[src/rtl/seg_display_arbiter.sv]
// seg_display_arbiter: shares one 8-digit multiplexed 7-segment display among
// three requesters (clock, stopwatch, scroller) with fixed priority, a minimum
// hold time before preemption, a one-frame blank between owners, and
// frame-synchronous data latching so a frame never shows mixed data.
//
// Ports:
//   clk              system clock, all state on its rising edge
//   rst              asynchronous active-low reset
//   req[2:0]         display requests, bit0 highest priority
//   data0..data2     8 x 4-bit digit codes per requester, digit i = [4i+3:4i]
//   gnt[2:0]         one-hot grant of current owner, zero when none
//   an[7:0]          active-low anode select, digit i drives an[i]
//   cn[7:0]          active-low segment pattern, bit0 = decimal point
//   frame            one-clk pulse on every frame-boundary tick
module seg_display_arbiter #(
    parameter int unsigned SCAN_DIV = 100000,
    parameter int unsigned MIN_HOLD = 4
) (
    input  logic        clk,
    input  logic        rst,
    input  logic [2:0]  req,
    input  logic [31:0] data0,
    input  logic [31:0] data1,
    input  logic [31:0] data2,
    output logic [2:0]  gnt,
    output logic [7:0]  an,
    output logic [7:0]  cn,
    output logic        frame
);

    localparam int unsigned PRESC_W = 20;
    localparam int unsigned HOLD_W  = 8;
    localparam logic [PRESC_W-1:0] PRESC_MAX = PRESC_W'(SCAN_DIV - 1);
    localparam logic [HOLD_W-1:0]  HOLD_MIN  = HOLD_W'(MIN_HOLD - 1);
    localparam logic [HOLD_W-1:0]  HOLD_SAT  = 8'hFF;
    localparam logic [31:0]        BUF_RST   = 32'hAAAA_AAAA;

    typedef enum logic [1:0] {
        IDLE   = 2'd0,
        ACTIVE = 2'd1,
        BLANK  = 2'd2
    } state_t;

    state_t               state, state_d;
    logic [PRESC_W-1:0]   presc, presc_d;
    logic [2:0]           digit, digit_d;
    logic [HOLD_W-1:0]    hold, hold_d;
    logic [31:0]          fbuf, fbuf_d;
    logic [2:0]           gnt_d;
    logic [7:0]           an_d, cn_d;
    logic                 frame_d;

    logic                 tick_c;
    logic                 boundary_c;
    logic [2:0]           pick_c;
    logic [2:0]           src_c;
    logic [31:0]          src_data_c;
    logic                 owner_req_c;
    logic                 higher_req_c;

    // 4-bit digit code to active-low segments; codes 10..15 are blank
    function automatic logic [7:0] seg_decode(input logic [3:0] code);
        case (code)
            4'd0:    return 8'h03;
            4'd1:    return 8'h9F;
            4'd2:    return 8'h25;
            4'd3:    return 8'h0D;
            4'd4:    return 8'h99;
            4'd5:    return 8'h49;
            4'd6:    return 8'h41;
            4'd7:    return 8'h1B;
            4'd8:    return 8'h01;
            4'd9:    return 8'h09;
            default: return 8'hFF;
        endcase
    endfunction

    // Fixed priority: lowest set bit wins
    function automatic logic [2:0] pick_first(input logic [2:0] r);
        if (r[0])      return 3'b001;
        else if (r[1]) return 3'b010;
        else if (r[2]) return 3'b100;
        else           return 3'b000;
    endfunction

    assign tick_c     = (presc == PRESC_MAX);
    assign boundary_c = tick_c && (digit == 3'd7);
    assign pick_c     = pick_first(req);

    // Data source: current owner while active, otherwise the new winner
    assign src_c = (state == ACTIVE) ? gnt : pick_c;

    always_comb begin
        case (src_c)
            3'b010:  src_data_c = data1;
            3'b100:  src_data_c = data2;
            default: src_data_c = data0;
        endcase
    end

    // gnt - 1 on a one-hot grant masks exactly the higher-priority bits
    assign owner_req_c  = |(req & gnt);
    assign higher_req_c = |(req & (gnt - 3'd1));

    // Next-state and registered-output logic
    always_comb begin
        state_d = state;
        presc_d = presc + PRESC_W'(1);
        digit_d = digit;
        hold_d  = hold;
        fbuf_d  = fbuf;
        gnt_d   = gnt;
        an_d    = an;
        cn_d    = cn;
        frame_d = 1'b0;

        if (tick_c) begin
            presc_d = '0;
            digit_d = digit + 3'd1;

            if (boundary_c) begin
                frame_d = 1'b1;
                case (state)
                    ACTIVE: begin
                        if (!owner_req_c || (higher_req_c && (hold >= HOLD_MIN))) begin
                            gnt_d   = 3'b000;
                            state_d = BLANK;
                        end else begin
                            fbuf_d = src_data_c;
                            if (hold != HOLD_SAT) begin
                                hold_d = hold + HOLD_W'(1);
                            end
                        end
                    end
                    default: begin
                        // IDLE and BLANK both re-arbitrate on current requests
                        if (|req) begin
                            gnt_d   = pick_c;
                            fbuf_d  = src_data_c;
                            hold_d  = '0;
                            state_d = ACTIVE;
                        end else begin
                            gnt_d   = 3'b000;
                            state_d = IDLE;
                        end
                    end
                endcase
            end

            // Outputs follow the post-tick state and frame buffer
            if (state_d == ACTIVE) begin
                an_d = ~(8'h01 << digit_d);
                cn_d = seg_decode(fbuf_d[{digit_d, 2'b00} +: 4]);
            end else begin
                an_d = 8'hFF;
                cn_d = 8'hFF;
            end
        end
    end

    // State and output registers
    always_ff @(posedge clk or negedge rst) begin
        if (!rst) begin
            state <= IDLE;
            presc <= '0;
            digit <= '0;
            hold  <= '0;
            fbuf  <= BUF_RST;
            gnt   <= 3'b000;
            an    <= 8'hFF;
            cn    <= 8'hFF;
            frame <= 1'b0;
        end else begin
            state <= state_d;
            presc <= presc_d;
            digit <= digit_d;
            hold  <= hold_d;
            fbuf  <= fbuf_d;
            gnt   <= gnt_d;
            an    <= an_d;
            cn    <= cn_d;
            frame <= frame_d;
        end
    end

endmodule

[config.mk]
export PLATFORM = sky130hd
export DESIGN_NAME = seg_display_arbiter
export DESIGN_NICKNAME = d
export VERILOG_FILES = /design/src/rtl/seg_display_arbiter.sv
export SDC_FILE = /design/constraint.sdc
export NUM_CORES = 1
export LEC_CHECK = 0
export BUFFER_PORTS_ARGS = -buffer_cell sky130_fd_sc_hd__clkbuf_2
export CAP_MARGIN = 20
export CORE_MARGIN = 2
export CORE_UTILIZATION = 59
export DETAILED_ROUTE_END_ITERATION = 10
export PLACE_DENSITY_LB_ADDON = 0.2
export SKIP_LAST_GASP = 1
export SLEW_MARGIN = 30
export SYNTH_ARGS = -nofsm -noshare
export SYNTH_HDL_FRONTEND = slang
export SYNTH_SLANG_ARGS = --single-unit
[constraint.sdc]
create_clock -name clk -period 6.1 [get_ports clk]
set_input_delay 0.305 -clock clk [delete_from_list [all_inputs] [get_ports clk]]
set_output_delay 0.305 -clock clk [all_outputs]
set_load 0.1 [all_outputs]
# Word-level counts from Yosys, hierarchy flattened
# Memories as Yosys holds them, arrays and structs flattened.
# Index checks and enable logic that the tools add are counted.
classes:
  bitwise: 3
  magnitude_cmp: 1
  shifts: 2
  addsub: 4
  mux: 27
  n_eq_ne: 10
  reduce_logical: 10
op_table:
  columns: ["operator", "n"]
  rows:
  - ["2-to-1 mux 32 bit", 5]
  - ["case mux 32 bit (2 select lines)", 1]
  - ["2-to-1 mux 8 bit", 6]
  - ["indexed part select 32 x 6 -> 4 bit", 1]
  - ["2-to-1 mux 3 bit", 7]
  - ["adder 20 x 1 -> 20 bit, second input constant", 1]
  - ["equality test 20 x 17 -> 1 bit, second input constant", 1]
  - ["2-to-1 mux 20 bit", 1]
  - ["OR reduction 3 bit", 3]
  - ["adder 8 x 1 -> 8 bit, second input constant", 1]
  - ["greater-or-equal comparator 8 x 2 -> 1 bit, second input constant", 1]
  - ["2-to-1 mux 2 bit", 4]
  - ["inequality test 8 bit, second input constant", 1]
  - ["NOT 8 bit", 1]
  - ["left shift 1 x 3 -> 8 bit, first input constant", 1]
  - ["bitwise AND 3 bit", 2]
  - ["equality test 3 bit, second input constant", 2]
  - ["AND reduction 5 bit", 1]
  - ["equality test 2 x 1 -> 1 bit, second input constant", 2]
  - ["inequality test 2 x 1 -> 1 bit, second input constant", 2]
  - ["adder 3 x 1 -> 3 bit, second input constant", 1]
  - ["equality test 3 x 2 -> 1 bit, second input constant", 1]
  - ["2-to-1 mux 1 bit", 3]
  - ["AND reduction 3 bit", 1]
  - ["6 further kinds", 7]
word_totals:
  n_memories: 1
  romBits: 112
  ff_bits: 85
  input_bits: 101
  output_inout_bits: 20
  elab_cells: 67
memory_table:
  columns: ["name", "depth", "word_bits", "read_ports", "rd_clocked_by_memory_dff", "wr", "line", "source"]
  rows:
  - ["(name not given)", 16, 7, 1, 0, 0, "63", "case (code)"]

# Longest topological paths before layout
# Gate-level depths: netlist of the first run.
# An unclocked memory read counts as a cell.
depth:
  ltp_word: 13
  mapped_depth: 17

# Worst setup path after synthesis of the first run
# Ideal clock, no wire load.
synth_path:
  kind: "register to register"
  startpoint: "register gnt[1]"
  endpoint: "register cn[1]"
  synth_period_minus_slack_ps: 4064
  n_path_buf: 3
  stages_incl_launch_ff: 17
  t_required_ps: 6014
  path_slack_ps: 2036
  arrival_ps: 3978
  cell_sequence: "dfrtp_1 clkbuf_1 inv_1 ha_1 xor2_1 a221o_1 a21oi_2 nand2_2 buf_6 a2111oi_0 or3_1 buf_2 inv_1 ha_1 or2_2 o32ai_1 a21oi_1"
synth_via:
  elab_chain_cells: 12
  elab_cells_between_ends: 25
synth_rtl:
  columns: ["item", "line", "source"]
  rows:
  - ["from (decl)", "25", "output logic [2:0] gnt,"]
  - ["from (signal assigned)", "179", "gnt <= gnt_d;"]
  - ["subtractor 3 x 1 -> 3 bit", "103", "assign higher_req_c = |(req & (gnt - 3'd1));"]
  - ["bitwise AND 3 bit", "103", null]
  - ["OR reduction 3 bit", "103", null]
  - ["logical AND 1 bit", "125", "if (!owner_req_c || (higher_req_c && (hold >= HOLD_MIN))) begin"]
  - ["logical OR 1 bit", "125", null]
  - ["2-to-1 mux 32 bit", "125", null]
  - ["2-to-1 mux 32 bit", "123", "case (state)"]
  - ["2-to-1 mux 32 bit", "121", "if (boundary_c) begin"]
  - ["2-to-1 mux 32 bit", "117", "if (tick_c) begin"]
  - ["indexed part select 32 x 6 -> 4 bit", "153", "cn_d = seg_decode(fbuf_d[{digit_d, 2'b00} +: 4]);"]
  - ["memory (16 x 7 bit)", null, null]
  - ["2-to-1 mux 8 bit *", "151", "if (state_d == ACTIVE) begin"]
  - ["to (signal assigned)", "181", "cn <= cn_d;"]
  - ["to (decl)", "27", "output logic [7:0] cn,"]
# Every way passes the cells marked *; elsewhere a longest branch is shown, timed or not. The select of a mux whose other input is x is not followed.
# A chain may end at the register's enable or synchronous reset.

# Final worst setup path of the first run
layout_path:
  startpoint: "register digit[0]"
  endpoint: "register cn[3]"
layout_via:
  elab_chain_cells: 7
  elab_cells_between_ends: 11
layout_rtl:
  columns: ["item", "line", "source"]
  rows:
  - ["from (decl)", "46", "logic [2:0] digit, digit_d;"]
  - ["from (signal assigned)", "176", "digit <= digit_d;"]
  - ["equality test 3 bit", "87", "assign boundary_c = tick_c && (digit == 3'd7);"]
  - ["logical AND 1 bit", "87", null]
  - ["2-to-1 mux 32 bit", "121", null]
  - ["2-to-1 mux 32 bit", "117", null]
  - ["indexed part select 32 x 6 -> 4 bit", "153", null]
  - ["memory (16 x 7 bit)", null, null]
  - ["2-to-1 mux 8 bit *", "151", null]
# Marked as above.

==> summary.md, run 1 <==
| Metric | Value |
|---|---|
| Slew margin rel. | 43.1% |
| Post-Route Skew | 0.00945 ns |
| Synth Area in Adders | 3.72% |
| CTS max path bufs | 2 |
| Max Cap Viol | 0 |
| Combinational Power Share | 12.3% |
| Post-synthesis compound-gate area fraction | 21.9% |
| Area leader, netlist | dfrtp_1 |
| Crit path DAT | 4.44 ns |
| Clk root buf | clkbuf_8 |
| Largest net degree at the start of global routing | 85 |
| Status | finished with violations |
| Worst r2r src | digit[0]$_DFFE_PN0N_ |
| Slack of the critical path | 1.96 ns |
| Drt pass-1 iters | 9 |
| Ant diodes | 0 |
| Tmin final | 4.14 ns |
| Setup TNS | 0 ns |
| DRC Markers | 0 |
| R2R Setup Slk | 1.96 ns |
| Postcts setup bufs | 0 |
| Area Growth Syn to Fin | 16.4% |
| YS warnings | 0 |
| Failing checks | hold timing |
| Critical path peak fanout | 15 |
| Synth area leaders | dfrtp_1, dfstp_2, nor2_1, ha_1, mux4_2 |
| Core box area | 0.00826 mm^2 |
| Number of flops mapped to enable cells by yosys | 0 |
| Fmax | 0.242 GHz |
| Most common cell in the netlist | nor2_1 |
| Core Rows | 33 |
| Pre-CTS WS | 2.03 ns |
| Tot GR Track Use | 30.0% |
| Port buffer count | 119 |
| Share of layout cells above drive strength 1 | 33.2% |
| Post-Syn Instances | 519 |
| Largest family of logic cells by synthesized area | compound AO/OA/AOI/OAI gates |
| RSZ-0062 raised after global routing | false |
| PostCTS Resize Cnt | 0 |
| Cell Area, Synth | 0.00505 mm^2 |
| Int Power | 782 uW |
| Sequential area share after synthesis | 42.4% |
| Clk sink count | 84 |
| TritonCTS clock tree | yes |
| Fin. Hold Viols | 16 |
| Global placer's final weighted congestion | 0.856 |
| Layout Nets | 738 |
| Most instantiated cells after synthesis | nor2_1, dfrtp_1, nand2_1 |
| Worst setup SP type | flip-flop |
| DRT Wirelength | 13,000 um |
| Psw | 310 uW |
| Global-route wire length before repair | 21,400 um |
| Layout fillers | 663 |
| Reg-to-Reg End | cn[3]$_DFFE_PN1N_ |
| Crit end category | flip-flop |
| Max Slew Vio Count | 0 |
| Mean Syn Cell Area | 9.73 um^2 |
| H-tree depth | 3 |
| Yosys cell types | 80 |
| Pleak | 0.00267 uW |
| Vias per cell | 6.32 |
| Grt total ovfl | 0 |
| Clk slew on worst S/H paths | 0.10 ns |
| Die Span Y | 96.5 um |
| Simple-Gate Fraction of Synth Area | 17.4% |
| Width of the die | 96.5 um |
| ANT nets after route | 0 |
| Peak VDD IR | 0.0000911 V |
| Seq cells post-synth | 84 |
| DIE AREA | 0.00932 mm^2 |
| Sw Share | 28.4% |
| Asr flop ratio synth | 100% |
| Initial antenna violation count | 0 |
| Synth Flop Type | dfrtp_1 |
| Mapped Nets | 635 |
| Clock Power Share | 35.4% |
| Ports | 121 |
| Mux cell area share after synthesis | 6.00% |
| Xor/xnor share of the synthesized area | 4.34% |
| Req. time, crit path | 6.40 ns |
| PwrDens | 186 mW/mm^2 |
| Initial core utilization | 61.2% |
| Worst-Skew Late Latency | 0.37 ns |
| Worst-Margin Slew | 0.847 ns |
| Crit share post-route | 67.8% |
| Final Setup Violations | 0 |
| Setup CP Type | flip-flop to flip-flop |
| Vias in the first global route | 4,413 |
| Post-detail-place hpwl | 9700 um |
| Min-Delay Path Class | primary input to asynchronous set/reset pin |
| TritonCTS buffer count | 9 |
| Sequential Power Share | 52.3% |
| Top cell type's share of synthesized area | 26.3% |
| Iteration-0 DRC Markers | 412 |
| Via count | 4,623 |
| Tightest hold margin | -0.0291 ns |
| CTS Hold Bufs | 0 |
| Drt wl/cell | 17.7 um |
| Reg2reg path depth | 12 |
## power by group through the flow
stage	Clock (uW)	Combinational [uW]	Sequential [uW]
2_1_floorplan	0	63.2	586
3_3_place_gp	0	128	581
3_5_place_dp	0	133	582
4_1_cts	388	133	571
5_1_grt	409	146	572
6_report	386	134	571
## critical path, cell delays in order, from the launching register on
cell,delay [ns]
dfrtp_1,0.76
ha_1,0.27
ha_1,0.24
inv_1,0.05
or4_1,0.79
clkinv_1,0.22
nand2_2,0.14
o2111ai_1,0.24
a31oi_1,0.12
or3_1,0.50
ha_1,0.25
mux2_2,0.28
a211oi_2,0.21
## final cells by class
type | count | area [um^2] | share of cell area [%]
multi-input combinational | 385 | 2720 | 46.4
sequential | 84 | 2140 | 36.4
clock buffer | 9 | 124 | 2.11
clock inverter | 7 | 60.1 | 1.02
inverter | 21 | 78.8 | 1.34
tap | 105 | 131 | 2.24
timing repair buffer | 121 | 617 | 10.5
## through the flow
step | total power (uW) | cells | util [%] | instance area [um^2]
2_1_floorplan | 649 | 519 | - | 5050
3_3_place_gp | 709 | 715 | 68.5 | 5660
3_5_place_dp | 714 | 716 | 68.8 | 5680
4_1_cts | 1090 | 732 | 71.0 | 5870
5_1_grt | 1130 | 732 | 71.2 | 5880
6_report | 1090 | 732 | 71.2 | 5880
## placed cells by master, fill, tap and decap left out, drive strengths merged, types with 3 or more instances in the layout
cell type	synthesis	final
mux2	9	9
mux2i	4	4
clkbuf	22	127
nor3	7	7
xnor2	9	9
inv	20	26
a221o	7	7
o32ai	4	4
nor3b	4	4
dfrtp	53	53
a31oi	5	5
and3	5	5
a21oi	31	31
o22a	7	7
dfstp	31	31
or4	4	4
xor2	16	16
o31ai	7	7
o221ai	5	5
a21o	3	3
a222oi	14	14
or3	7	7
buf	7	3
nor4	4	4
nand3	13	13
ha	15	15
mux4	7	7
nor2b	4	4
o2111ai	3	3
o21ai	35	35
o22ai	14	14
nand2	43	43
nand4	6	6
nand2b	5	5
nor2	55	55
## per-layer routing
metal  share of wire (%)  global-route usage, %  routed length, um  up-vias
li1                    -                      -                  -     2150
met1                  42                   40.5               5480     2259
met2                  50                   50.1               6460      191
met3                 6.5                   4.58                843       23
met4                 1.6                   9.86                210        0
met5                   0                      0                  0        -
## flip-flops by register name (all words and copies together) (netlist names)
name	cells
fbuf	32
an	8
gnt	3
digit	3
state	2
presc	20
hold	8
frame	1
cn	7
## logic make-up (layout without fill, tap and decap cells)
group | Yosys count | in the layout
other cells | 1 | 1
xor+xnor | 25 | 25
mux | 20 | 20
flops | 84 | 84
buf+inv | 50 | 158
compound gates | 154 | 154
fa+ha+maj | 15 | 15
simple gates | 170 | 170
## how the worst max path moves through the flow
stage / from / to / cells after the start
2_1_floorplan: gnt[1]$_DFFE_PN0P_ / cn[1]$_DFFE_PN1N_ / 16
3_3_place_gp: state[0]$_DFFE_PN0N_ / cn[1]$_DFFE_PN1N_ / 12
3_5_place_dp: digit[0]$_DFFE_PN0N_ / cn[3]$_DFFE_PN1N_ / 12
4_1_cts: digit[0]$_DFFE_PN0N_ / cn[3]$_DFFE_PN1N_ / 12
5_1_grt: digit[0]$_DFFE_PN0N_ / cn[1]$_DFFE_PN1N_ / 13
6_report: digit[0]$_DFFE_PN0N_ / cn[3]$_DFFE_PN1N_ / 12
No activity file was read; power rests on OpenSTA's default activity.
==> run 2, diff against run 1 <==
CORE_UTILIZATION = 54   (was 59)
clock period = 3.9 ns   (was 6.1 ns; I/O delays follow)
==> summary.md, run 2 (same netlist as run 1, synthesis figures left out) <==
| Metric | Value |
|---|---|
| Status | completed |
| Max Cap Viol | 0 (unchanged) |
| Worst hold path depth | 3 |
| Slowest stage delay, CP | 0.43 ns (-0.36 ns) |
| Area Growth Syn to Fin | 19.5% |
| Worst Hold End | fbuf[9]$_DFFE_PN1N_ |
| Fmax | 0.271 GHz (+12%) |
| Non-filler cells, final | 756 (+3.3%) |
| Port buffer count | 119 (unchanged) |
| Psw | 465 uW (+50%) |
| DIE AREA | 0.0101 mm^2 (+8.9%) |
| CP bufs+invs | 1 (-1) |
| Sequential Power Share | 51.2% (-1.1 points) |
| Grt total ovfl | 0 (unchanged) |
| Via count | 4,602 (-0.45%) |
| Slew margin rel. | 48.9% (+5.9 points) |
| Top flop regs | fbuf (32), presc (20) |
| Die Span Y | 101 um (+4.3%) |
| Reg-to-Reg End | cn[1]$_DFFE_PN1N_ |
| Initial core utilization | 55.2% (-6.0 points) |
| Initial antenna violation count | 0 (unchanged) |
| Clock Power Share | 36.6% (+1.2 points) |
| Iteration-0 DRC Markers | 353 (-14%) |
| R2R Setup Slk | 0.21 ns (-1.75 ns) |
| Ports | 121 (unchanged) |
| Most frequent cells in the layout | clkbuf_2, nor2_1, dfrtp_1 |
| Hold_sp | data2[9] |
| Design area | 0.00603 mm^2 (+2.7%) |
| Commonest non-fill, non-tap cell in the layout | clkbuf_2 |
| Setup CP Type | flip-flop to flip-flop |
| Drt wl/cell | 17.9 um (+1.0%) |
| Largest Register | fbuf |
| Cells after DPL | 739 (+3.2%) |
| Int Power | 1280 uW (+64%) |
| Width of the die | 101 um (+4.3%) |
| Top delay family on crit path | compound AO/OA/AOI/OAI gates |
| Final Setup Violations | 0 (unchanged) |
| Tot GR Track Use | 28.0% (-2.1 points) |
| Number of flip-flops in the largest register | 32 (unchanged) |
| Postcts setup bufs | 0 (unchanged) |
| Critical-path cell list | ha_1 -> or4_1 -> o41a_1 -> a21o_4 -> nor2_8 -> mux4_2 -> o22ai_1 -> or3_4 -> inv_1 -> ha_1 -> or2_2 -> o32ai_1 -> a21oi_1 |
| Largest net degree at the start of global routing | 85 (unchanged) |
| Vias per cell | 6.09 (-3.6%) |
| PwrDens | 289 mW/mm^2 (+56%) |
| Core Rows | 35 (+6.1%) |
| DP Area | 0.00581 mm^2 (+2.2%) |
| Clk slew on worst S/H paths | 0.09 ns (about the same) |
| Max Slew Vio Count | 0 (unchanged) |
| Worst-Skew Late Latency | 0.36 ns (about the same) |
| Ant diodes | 0 (unchanged) |
| Crit share post-route | 94.7% (+27 points) |
| Total power | 1740 uW (+60%) |
| Fin. Hold Viols | 0 (-16) |
| Worst r2r src | hold[0]$_DFFE_PN0P_ |
| Sw Share | 26.7% (-1.7 points) |
| Layout Nets | 756 (+2.4%) |
| Clk root buf | clkbuf_8 |
| Crit end category | flip-flop |
| Global placer's final weighted congestion | 0.857 (about the same) |
| Setup TNS | 0 ns (unchanged) |
| Worst setup SP type | flip-flop |
| Combinational Power Share | 12.1% (-0.2 points) |
| Cell with the largest stage delay on the worst path | or4_1 |
| Post-detail-place hpwl | 10,100 um (+4.3%) |
| CTS max path bufs | 2 (unchanged) |
| Clk sink count | 84 (unchanged) |
| RSZ-0062 raised after global routing | false |
| DRT Wirelength | 13,500 um (+4.3%) |
| Req. time, crit path | 4.18 ns (-2.22 ns) |
| Post-layout util | 65.9% (-5.2 points) |
| Pleak | 0.00275 uW (+3.2%) |
| Worst-Margin Slew | 0.766 ns (-0.0807 ns) |
| Core box area | 0.00915 mm^2 (+11%) |
| TritonCTS buffer count | 9 (unchanged) |
| Peak VDD IR | 0.000168 V (+85%) |
| WP depth | 13 (+1) |
| TritonCTS clock tree | yes |
| Tmin final | 3.69 ns (-0.446 ns) |
| Reg2reg path depth | 13 (+1) |
| Global-route wire length before repair | 22,100 um (+3.5%) |
| Most used cell, CP | ha_1 |
| Critical path peak fanout | 19 (+4) |
| H-tree depth | 3 (unchanged) |
| Vias in the first global route | 4,390 (-0.52%) |
| Post-Route Skew | 0.0108 ns (+0.00133 ns) |
| Drt pass-1 iters | 6 (-3) |
| Crit path DAT | 3.97 ns (-0.47 ns) |
| Min-Delay Path Class | primary input to flip-flop |
| DRC Markers | 0 (unchanged) |
| Share of layout cells above drive strength 1 | 35.0% (+1.9 points) |
| ANT nets after route | 0 (unchanged) |
-- run 2: cell count changes in the layout (fill, tap and decap cells not counted), sizes merged --
cell	delta
buf	+17
bufinv	+1
dlygate4sd3	+1
inv	-6
clkinv	+5
-- run 2: how the worst max path moves through the flow --
stage                        startpoint                 to  slack (ns)
floorplan            gnt[1]$_DFFE_PN0P_  cn[1]$_DFFE_PN1N_        0.09
global placement    hold[0]$_DFFE_PN0P_  cn[1]$_DFFE_PN1N_        0.27
detailed placement  hold[0]$_DFFE_PN0P_  cn[1]$_DFFE_PN1N_        0.14
CTS                 hold[0]$_DFFE_PN0P_  cn[1]$_DFFE_PN1N_        0.10
global route        hold[0]$_DFFE_PN0P_  cn[1]$_DFFE_PN1N_       0.005
finish              hold[0]$_DFFE_PN0P_  cn[1]$_DFFE_PN1N_        0.21
-- run 2: final cells by class --
cell class / instances / area (um^2)
timing repair buffer: 139 / 754
multi-input combinational: 385 / 2710
clock buffer: 9 / 124
fill: 763 / 3120
clock inverter: 7 / 77.6
inverter: 21 / 78.8
sequential: 84 / 2140
tap: 111 / 139
-- run 2: stage by stage --
| step | setup slack [ns] | hold slack, ns |
|---|---|---|
| 2_1_floorplan | 0.0943 | -0.101 |
| 3_3_place_gp | 0.274 | 0.434 |
| 3_5_place_dp | 0.135 | 0.302 |
| 4_1_cts | 0.100 | 0.124 |
| 5_1_grt | 0.00454 | 0.140 |
| 6_report | 0.208 | 0.132 |
-- run 2: worst reg2reg max path, cell delays in order, from the launching register on --
cell	delay, ns
dfrtp_1	0.42
ha_1	0.25
or4_1	0.43
o41a_1	0.40
a21o_4	0.32
nor2_8	0.26
mux4_2	0.35
o22ai_1	0.15
or3_4	0.18
inv_1	0.06
ha_1	0.19
or2_2	0.29
o32ai_1	0.24
a21oi_1	0.08
-- run 2: routing by layer --
layer | global-route usage [%] | share of wire (%) | vias to the layer above
met2 | 46.5 | 48 | 175
met4 | 7.90 | 2.1 | 0
met3 | 4.44 | 6.2 | 26
met1 | 38.1 | 44 | 2219
met5 | 0 | 0 | -
li1 | - | - | 2182
-- run 2: power by group through the flow --
stage / Clock [uW] / Sequential (uW) / Combinational [uW]
after floorplan: 0 / 917 / 98.8
after global placement: 0 / 909 / 204
after detailed placement: 0 / 909 / 210
after CTS: 649 / 893 / 212
after global routing: 679 / 895 / 235
final: 639 / 893 / 212
-- run 2: repair_timing --
item	CTS	global route
gates resized for setup	0	3
hold buffers	1	0
setup endpoints to repair	0	2
endpoints found under the hold margin	53	0
==> run 3, diff against run 2 <==
ABC_AREA = 1   (was not set)
CORE_UTILIZATION = 56   (was 54)
==> summary.md, run 3 <==
| Metric | Value |
|---|---|
| Top flop regs | fbuf (32), presc (20) |
| Die Span Y | 104 um (+3.7%) |
| Synth Flop Type | dfrtp_1 |
| Fmax | 0.310 GHz (+14%) |
| Critical path peak fanout | 24 (+5) |
| Cell Area, Synth | 0.00565 mm^2 (+12%) |
| Crit path DAT | 3.53 ns (-0.44 ns) |
| Sequential area share after synthesis | 37.9% (-4.5 points) |
| DRT Wirelength | 12,700 um (-6.4%) |
| Initial core utilization | 57.8% (+2.6 points) |
| Tot GR Track Use | 25.1% (-2.9 points) |
| Core Rows | 36 (+2.9%) |
| Total power | 1530 uW (-12%) |
| Postcts setup bufs | 0 (unchanged) |
| Max Slew Vio Count | 0 (unchanged) |
| Largest Register | fbuf |
| Post-detail-place hpwl | 9760 um (-3.6%) |
| Most frequent cells in the layout | nand2_1, inv_1, clkbuf_2 |
| Setup CP Type | flip-flop to flip-flop |
| Area leader, netlist | dfrtp_1 |
| Peak VDD IR | 0.000140 V (-17%) |
| Clk sink count | 84 (unchanged) |
| Most common cell in the netlist | nand2_1 |
| Number of flip-flops in the largest register | 32 (unchanged) |
| Mapped Nets | 942 (+48%) |
| Status | completed |
| Share of layout cells above drive strength 1 | 22.7% (-12 points) |
| Cell with the largest stage delay on the worst path | nor2_4 |
| TritonCTS buffer count | 9 (unchanged) |
| Area Growth Syn to Fin | 14.9% |
| Ports | 121 (unchanged) |
| Ant diodes | 0 (unchanged) |
| Port buffer count | 119 (unchanged) |
| Pleak | 0.00359 uW (+30%) |
| Synth area leaders | dfrtp_1, nand2_1, dfstp_2, inv_1, nand3_1 |
| Post-Syn Instances | 826 (+59%) |
| Layout Nets | 1,058 (+40%) |
| Mean Syn Cell Area | 6.84 um^2 (-30%) |
| H-tree depth | 3 (unchanged) |
| Top delay family on crit path | simple AND/OR/NAND/NOR gates |
| Vias in the first global route | 5,256 (+20%) |
| Core box area | 0.00977 mm^2 (+6.8%) |
| Slew margin rel. | 48.8% (-0.14 points) |
| Slowest stage delay, CP | 0.47 ns (+0.04 ns) |
| Worst-Margin Slew | 0.768 ns (+0.00203 ns) |
| Global-route wire length before repair | 22,700 um (+2.7%) |
| Drt pass-1 iters | 5 (-1) |
| Initial antenna violation count | 0 (unchanged) |
| Final Setup Violations | 0 (unchanged) |
| Max Cap Viol | 0 (unchanged) |
| Grt total ovfl | 0 (unchanged) |
| Asr flop ratio synth | 100% (unchanged) |
| Largest net degree at the start of global routing | 62 (-27%) |
| Worst setup SP type | flip-flop |
| Setup TNS | 0 ns (unchanged) |
| Req. time, crit path | 4.20 ns (+0.02 ns) |
| Tmin final | 3.23 ns (-0.467 ns) |
| CP bufs+invs | 6 (+5) |
| Drt wl/cell | 11.7 um (-34%) |
| Crit end category | flip-flop |
| Crit share post-route | 82.7% (-12 points) |
| Top cell type's share of synthesized area | 23.5% (-2.8 points) |
| TritonCTS clock tree | yes |
| Seq cells post-synth | 84 (unchanged) |
| Vias per cell | 4.91 (-19%) |
| Most used cell, CP | nand2_1 |
| RSZ-0062 raised after global routing | false |
| CTS max path bufs | 2 (unchanged) |
| Yosys cell types | 40 (-50%) |
| Fin. Hold Viols | 0 (unchanged) |
| Iteration-0 DRC Markers | 215 (-39%) |
| Clk slew on worst S/H paths | 0.08 ns (about the same) |
| Worst-Skew Late Latency | 0.37 ns (about the same) |
| Commonest non-fill, non-tap cell in the layout | nand2_1 |
| Global placer's final weighted congestion | 0.880 (+2.6%) |
| ANT nets after route | 0 (unchanged) |
| YS warnings | 0 (unchanged) |
| Clk root buf | clkbuf_8 |
| Min-Delay Path Class | primary input to flip-flop |
| Number of flops mapped to enable cells by yosys | 0 (unchanged) |
| Via count | 5,305 (+15%) |
| DRC Markers | 0 (unchanged) |
| DIE AREA | 0.0109 mm^2 (+7.6%) |
| Width of the die | 104 um (+3.7%) |
| Post-Route Skew | 0.00960 ns (-0.00118 ns) |
| PwrDens | 235 mW/mm^2 (-19%) |
| Most instantiated cells after synthesis | nand2_1, inv_1, nor2_1 |
-- run 3: cell types whose count changed after synthesis, sizes merged, moves of 12 or more --
cell    previous run  this run
nor2              55       112
nand3             13        97
a222oi            14         0
and2               2        16
nand2             43       250
inv               20       142
o22ai             14         2
a21oi             31        13
xor2              16         3
clkbuf            22         2
-- run 3: final timing paths --
kind / startpoint / end / slack (ns) / depth (start not counted)
worst max-delay path: gnt[0]$_DFFE_PN0P_ / cn[6]$_DFFE_PN1N_ / 0.67 / 26
worst min-delay path: data0[27] / fbuf[27]$_DFFE_PN1N_ / 0.15 / 5
worst max register to register: gnt[0]$_DFFE_PN0P_ / cn[6]$_DFFE_PN1N_ / 0.67 / 26
worst min register to register: presc[0]$_DFF_PN0_ / presc[0]$_DFF_PN0_ / 0.47 / 1
max in group asynchronous: rst / cn[5]$_DFFE_PN1N_ / 2.60 / 3
min in group asynchronous: rst / hold[4]$_DFFE_PN0P_ / 0.43 / 2
-- run 3: per-stage QoR --
step	setup slack (ns)	utilization [%]	hold WS [ns]	cell area [um^2]	cells
global route	0.229	66.4	0.198	6490	1080
global placement	0.806	64.6	0.313	6310	1063
floorplan	0.511	-	-0.101	5650	826
CTS	0.671	66.4	0.138	6490	1080
detailed placement	0.699	64.6	0.321	6310	1063
finish	0.675	66.4	0.155	6490	1080
-- run 3: cells by family (layout without fill, tap and decap cells) --
group,after synthesis,count (layout),share of synthesized area [%]
XOR/XNOR,3,3,0.465
flip-flops,84,84,37.9
AO/OA/AOI/OAI,53,53,5.18
adder cells (fa/ha/maj),15,15,3.32
buffers and inverters,165,286,12.0
other,1,1,0.0664
AND/OR/NAND/NOR,505,505,41.1
-- run 3: cell type report --
| cell class | instances | area, um^2 |
|---|---|---|
| Inverter | 146 | 548 |
| Clock buffer | 10 | 128 |
| Clock inverter | 6 | 40.0 |
| Multi-Input combinational cell | 577 | 2830 |
| Tap cell | 133 | 166 |
| Sequential cell | 84 | 2140 |
| Fill cell | 915 | 3280 |
| Timing Repair Buffer | 124 | 638 |
-- run 3: timing repair --
item	CTS	global route
gates resized for setup	0	0
hold endpoints to repair	43	0
hold buffers	1	0
-- run 3: routing by layer --
layer	track usage [%]	part of all wire, %	vias to the layer above
li1	-	-	2771
met1	29.7	43	2397
met2	47.2	52	120
met3	3.38	4.1	17
met4	7.05	1.4	0
met5	0	0	-
-- run 3: tightest hold or removal path, stage by stage --
cell and delay (ns):
clkbuf_2 0.08, nand2_1 0.05, nand3_1 0.07, nand2_1 0.08, inv_1 0.04
-- run 3: where the power goes --
part / internal [uW] / switching, uW / leakage, uW / total, uW
sequential: 872 / 0 / 0.000946 / 872
clock: 230 / 326 / 0.0000780 / 556
combinational: 48.2 / 51.3 / 0.00256 / 99.5
total: 1150 / 377 / 0.00359 / 1530
